**src/rtl/div_unsigned_seq.sv**
```systemverilog
// Sequential restoring divider, one quotient bit per clock.
// Optional DIV_UNSIGNED_ZERO_CHK_EN: b=0 bypasses the loop and raises dz.
module div_unsigned_seq #(
  parameter int WIDTH = 4
) (
  input  logic             clk,
  input  logic             rst,
  input  logic             start,
  input  logic [WIDTH-1:0] a,
  input  logic [WIDTH-1:0] b,
  output logic             busy,
  output logic             done,
  output logic [WIDTH-1:0] q,
  output logic [WIDTH-1:0] r,
  output logic             dz
);

  localparam int CW = $clog2(WIDTH);

  typedef enum logic [1:0] {
    IDLE,
    CALC,
    DONE
  } state_t;

  state_t           state_q;
  logic [WIDTH-1:0] a_q;
  logic [WIDTH-1:0] b_q;
  logic [WIDTH-1:0] rem_q;
  logic [CW-1:0]    cnt_q;
  logic [WIDTH-1:0] q_q;
  logic [WIDTH-1:0] r_q;

  logic [WIDTH:0]   rem_sh;
  logic [WIDTH:0]   diff;
  logic             ge;
  logic [WIDTH-1:0] rem_d;
  logic [WIDTH-1:0] quo_d;
  logic             last;

  // a_q doubles as the quotient register: dividend bits shift
  // out of the top while quotient bits shift in at the bottom.
  always_comb begin
    rem_sh = {rem_q, a_q[WIDTH-1]};
    diff   = rem_sh - {1'b0, b_q};
    ge     = ~diff[WIDTH];
    rem_d  = ge ? diff[WIDTH-1:0] : rem_sh[WIDTH-1:0];
    quo_d  = {a_q[WIDTH-2:0], ge};
    last   = (cnt_q == CW'(WIDTH - 1));
  end

`ifdef DIV_UNSIGNED_ZERO_CHK_EN
  logic dz_q;
`endif

  always_ff @(posedge clk or posedge rst) begin
    if (rst) begin
      state_q <= IDLE;
      a_q     <= '0;
      b_q     <= '0;
      rem_q   <= '0;
      cnt_q   <= '0;
      q_q     <= '0;
      r_q     <= '0;
`ifdef DIV_UNSIGNED_ZERO_CHK_EN
      dz_q    <= 1'b0;
`endif
    end else begin
      unique case (state_q)
        IDLE, DONE: begin
          if (start) begin
            a_q     <= a;
            b_q     <= b;
            rem_q   <= '0;
            cnt_q   <= '0;
            state_q <= CALC;
`ifdef DIV_UNSIGNED_ZERO_CHK_EN
            if (b == '0) begin
              state_q <= DONE;
              q_q     <= '1;
              r_q     <= a;
              dz_q    <= 1'b1;
            end
`endif
          end else begin
            state_q <= IDLE;
          end
        end
        CALC: begin
          a_q   <= quo_d;
          rem_q <= rem_d;
          cnt_q <= cnt_q + CW'(1);
          if (last) begin
            state_q <= DONE;
            q_q     <= quo_d;
            r_q     <= rem_d;
`ifdef DIV_UNSIGNED_ZERO_CHK_EN
            dz_q    <= 1'b0;
`endif
          end
        end
        default: state_q <= IDLE;
      endcase
    end
  end

  assign busy = (state_q == CALC);
  assign done = (state_q == DONE);
  assign q    = q_q;
  assign r    = r_q;
`ifdef DIV_UNSIGNED_ZERO_CHK_EN
  assign dz   = dz_q;
`else
  assign dz   = 1'b0;
`endif

endmodule

```
**config.mk**
```make
export PLATFORM = sky130hd
export DESIGN_NAME = div_unsigned_seq
export DESIGN_NICKNAME = d
export VERILOG_FILES = /design/src/rtl/div_unsigned_seq.sv
export SDC_FILE = /design/constraint.sdc
export NUM_CORES = 1
export LEC_CHECK = 0
export CORE_MARGIN = 3
export CORE_UTILIZATION = 25
export CTS_CLUSTER_SIZE = 25
export DETAILED_ROUTE_END_ITERATION = 8
export DONT_BUFFER_PORTS = 1
export PLACE_DENSITY_LB_ADDON = 0.12
export SETUP_SLACK_MARGIN = 0.2
export SYNTH_ARGS = -nofsm -noshare
export SYNTH_HDL_FRONTEND = slang
export SYNTH_SLANG_ARGS = --single-unit
```
**constraint.sdc**
```tcl
create_clock -name clk -period 2.9 [get_ports clk]
set_input_delay 0.58 -clock clk [delete_from_list [all_inputs] [get_ports clk]]
set_output_delay 0.58 -clock clk [all_outputs]
set_load 0.02 [all_outputs]
```
Yosys cells after proc, flatten, opt, wreduce, memory -nomap -nowiden
Index checks and enable logic that the tools add are counted.
Widths: inputs -> output; s select.
Storage, ports and cells
  register bits after elaboration: 24
  input bits: 11
  logic and storage cells: 31
Cells by class
  $add $sub $neg: 2
  eq/ne operators: 5
  muxes and demuxes: 10
  bitwise operators: 1
  reduce and logical (&&, ||, !) cells: 6
Operators with widths (number)
  $pmux 4 s2: 2
  $mux 4: 3
  $pmux 2 s2: 2
  $reduce_and 2->1: 3
  $sub 5x4->5: 1
  $eq 2x2->1 const B: 2
  $mux 2: 2
  $add 2x1->2 const B: 1
  $eq 2x1->1 const B: 1
  $logic_not 2->1: 1
  $ne 2x1->1 const B: 1
  $ne 2x2->1 const B: 1
  $reduce_bool 2->1: 1
  $reduce_or 2->1: 1
  $mux 1: 1
  $not 1->1: 1

Longest topological paths before layout
  depth after elaboration: 4
  mapped depth: 8

Worst setup path before layout
Ideal clock, no wire load.
  path type: register to register
  start: reg a_q[3]
  end: reg r_q[0], in the netlist r[0]
  data arrival time: 1.968 ns
  required time: 2.818 ns
  setup slack: 0.850 ns
  stages on the path, launching flop included: 9
  path buffers: 0
  period minus slack after synthesis: 2.050 ns
  cell sequence: dfrtp_1 > inv_1 > ha_1 > inv_1 > fa_1 > a211o_1 > and2_4 > or3_1 > a31oi_1
Between the ends
  cells in the longest elaborated chain, start to end: 2
RTL lines
  start, declared: RTL line 27  | logic [WIDTH-1:0] a_q;
  start signal, assigned: RTL line 90  | a_q <= quo_d;
  $sub 5x4->5: RTL line 45  | diff = rem_sh - {1'b0, b_q};
  $mux 4 (*): RTL line 47  | rem_d = ge ? diff[WIDTH-1:0] : rem_sh[WIDTH-1:0];
  end signal, assigned: RTL line 96  | r_q <= rem_d;
  end, declared: RTL line 32  | logic [WIDTH-1:0] r_q;
Every way passes the cells marked *; elsewhere a longest branch is shown, timed or not.
A chain may end at the register's enable or synchronous reset.

Worst setup path in the final report
Ends and elaborated chain as after synthesis.

==> out/results.md <==
Detailed routing
* 1.48 mm — Met1 Wirelength
* 14.7 um — routed wire length per instance
* 4 — detailed-router iteration count before antenna repair
* 140 um — met3 wire length
* 55 — DRC marker count from the first detailed-route iteration
* 978 — vias after detailed routing
* 1.35 mm — met2 wirelength from detailed routing
* 0 — DRC
* met4 — top routing layer in use
* 4.79 — detail-routed via count per cell
* 0 — remaining number of nets flagged by the antenna check after routing
* 2.99 mm — Total Routed Length

Pwr
* 0.000435 V — VDD IR-drop max
* 34.9% — relative contribution of sequential cells to total power
* 50.4% — Comb power frac
* 1450 mW/mm^2 — pwr/cell area
* 46.4% — Switching Fraction
* 0.938 mW — reported net switching power
* 0.620 nW — leakage power of the design
* 14.7% — Clk network pwr share
* 2.02 mW — sum of internal, switching and leakage power
* 1.08 mW — Int Power

Timing
* 0.959 ns — transition time of the tightest slew-check pin
* 0 — Final Hold Violating Endpoints
* 0.00206 ns — worst clock skew
* 76.9% — final worst-path cycle share
* 2.23 ns — min cycle time layout
* 0 ns — Setup TNS Final
* 0 — endpoints failing setup
* 448 MHz — Max Clk Rate
* 36.0% — worst relative slew slack
* 0 — Max Transition Viols Final
* false — RSZ-0062 raised after global routing

Run status
* completed — outcome

Global route
* 0 — leftover overflow at the end of global routing
* 11.0% — total track usage
* 25 — pin count of the biggest net entering global routing
* 0 — initial antenna violation count
* 1041 — number of global-route vias before repair
* 5.29 mm — global-route wire length before repair

Yosys
* 24 — number of flip-flops and latches in the synthesized netlist
* 100% — async set-reset flop share out of synthesis
* 138 — Post-Synthesis Cells
* 0 — number of enable flip-flop cells after synthesis
* 0.00126 mm^2 — Netlist Area Pre-Place
* 47.6% — share of synthesized area occupied by flip-flops and latches
* 39 — number of distinct library cells after synthesis
* 155 — Synthesized Nets
* dfrtp_1 — top cell type by total area after synthesis
* dfrtp_1 — primary flip-flop cell chosen by synthesis mapping
* 9.14 um^2 — mean instance size in the synthesized netlist
* dfrtp_1 — most repeated cell in the gate-level netlist after synthesis
* 24 x dfrtp_1, 21 x nand2_1, 13 x o21ai_0 — most used standard cells in the synthesized netlist
* 0 — Ys Warns
* dfrtp_1 48%, nand2_1 6.3%, o21ai_0 5.2% — leading post-synthesis cells by cell area
* 47.6% — post-synth top area share

Setup path
* inv_1 -> ha_1 -> inv_1 -> fa_1 -> a211o_1 -> and2_4 -> or3_1 -> a31oi_1 — Critical Path, Cell by Cell
* r[0] — FF-to-FF End
* 6 — critical-path maximum fanout
* a_q[3] — Critical R2R Launch
* 3.09 ns — required arrival time at the worst endpoint
* 8 — R2R depth
* 2 — critical path buffer and inverter count
* 2.42 ns — data arrival at the endpoint of the critical path
* adder cells — top cell family by delay on the critical path
* 0.67 ns — FF-to-FF setup slack
* fa_1 — slowest library cell on the worst path
* register — kind of end point of the critical path
* reg -> reg — kind of critical path
* inv_1 — Top cell by count, worst path
* 0.43 ns — Slowest Stage Delay on Critical Path
* register — startpoint types

CTS
* 2 — maximum clock path buffer count
* 1 — CTS H-Tree Depth
* clkbuf_8 — CTS Root Buffer Type
* done — clock tree from TritonCTS
* 0.26 ns — Clock Latency Late Sink
* 3 — cts bufs inserted
* 0 — cts repair resizes
* 0.09 ns — clock transition at the registers of the reported paths
* 0 — setup repair bufs after CTS
* 0 — hold_buf cts
* 24 — Sink Count

Placement
* 0 — number of port buffers
* 200 — Placed Instances
* 0.812 — gpl congestion
* 2.18 mm — post-DP HPWL

Die
* 0.00593 mm^2 — die area
* 0.00479 mm^2 — placeable core region
* 22 — io pins
* 26.4% — effective utilization at floorplan
* 25 — number of cell rows
* 77.0 um — die boundary height
* 77.0 um — die boundary width

Final layout
* 155 — net total in the final layout
* 29.2% — utilization after layout
* 8.03% — fraction of final layout cells sized beyond drive strength 1
* 204 — non-filler cells in the finished layout
* 10.7% — P&R area growth vs syn
* 0 — Diodes inserted

Job
* 0 — maximum capacitance violations

Hold path
* in -> async — HP Class

-- through the flow --
| step | area, um^2 | setup slack [ns] | hold WS [ns] |
|---|---|---|---|
| 6_report | 1400 | 0.670 | 0.413 |
| 5_1_grt | 1400 | 0.432 | 0.404 |
| 4_1_cts | 1400 | 0.654 | 0.407 |
| 3_5_place_dp | 1330 | 0.685 | 0.483 |
| 3_3_place_gp | 1330 | 0.763 | 0.487 |
| 2_1_floorplan | 1260 | 0.850 | 0.450 |
-- routing by layer --
| metal | vias to the layer above | global-route usage (%) |
|---|---|---|
| li1 | 478 | - |
| met1 | 476 | 15.6 |
| met2 | 22 | 17.1 |
| met3 | 2 | 1.88 |
| met4 | 0 | 3.38 |
| met5 | - | 0 |
-- layout make-up --
class | instances | area [um^2]
tap | 67 | 83.8
clock inverter | 1 | 30.0
inverter | 9 | 33.8
timing repair buffer | 1 | 7.51
clock buffer | 3 | 41.3
fill | 515 | 3390
multi-input combinational | 99 | 599
sequential | 24 | 601
-- sequential cells by signal, indices dropped and copies added (netlist names) --
name / count
state_q: 2
r: 4
q: 4
cnt_q: 2
a_q: 4
rem_q: 4
b_q: 4
-- worst max path at each step --
stage / startpoint / to / slack [ns] / depth (start not counted)
final: a_q[3] / r[0] / 0.67 / 8
after global routing: a_q[3] / r[2] / 0.43 / 8
after CTS: a_q[3] / r[2] / 0.65 / 8
after detailed placement: a_q[3] / r[2] / 0.69 / 8
after global placement: a_q[3] / r[0] / 0.76 / 8
after floorplan: a_q[3] / r[0] / 0.85 / 8
-- logic make-up after synthesis --
logic type,after synthesis,share of synthesized area [%]
AO/OA/AOI/OAI,36,18.7
adder cells (fa/ha/maj),6,6.55
flip-flops,24,47.6
AND/OR/NAND/NOR,55,21.3
XOR/XNOR,1,0.695
buffers and inverters,15,4.86
other,1,0.297
-- power by group through the flow --
stage               clock, mW  combinational, mW  sequential (mW)
floorplan                   0              0.837            0.663
global placement            0               1.02            0.712
detailed placement          0               1.02            0.715
CTS                     0.312               1.03            0.710
global route            0.325               1.17            0.733
finish                  0.298               1.02            0.706
-- worst register-to-register path, cell delays in order, from the launching register on --
cell,delay [ns]
dfrtp_1,0.41
inv_1,0.10
ha_1,0.17
inv_1,0.05
fa_1,0.43
a211o_1,0.36
and2_4,0.17
or3_1,0.31
a31oi_1,0.16
-- layout by cell type (no fill, tap or decap), types with 4 or more instances in the layout --
cell type,synthesis,routed
o21ai_0,13,13
ha_1,5,5
nand3_1,7,7
nor2_1,8,8
a21oi_1,4,4
dfrtp_1,24,24
a31oi_1,4,4
nand4_1,4,4
inv_1,7,7
nand2_1,21,21
(Power assumes the default switching activity.)
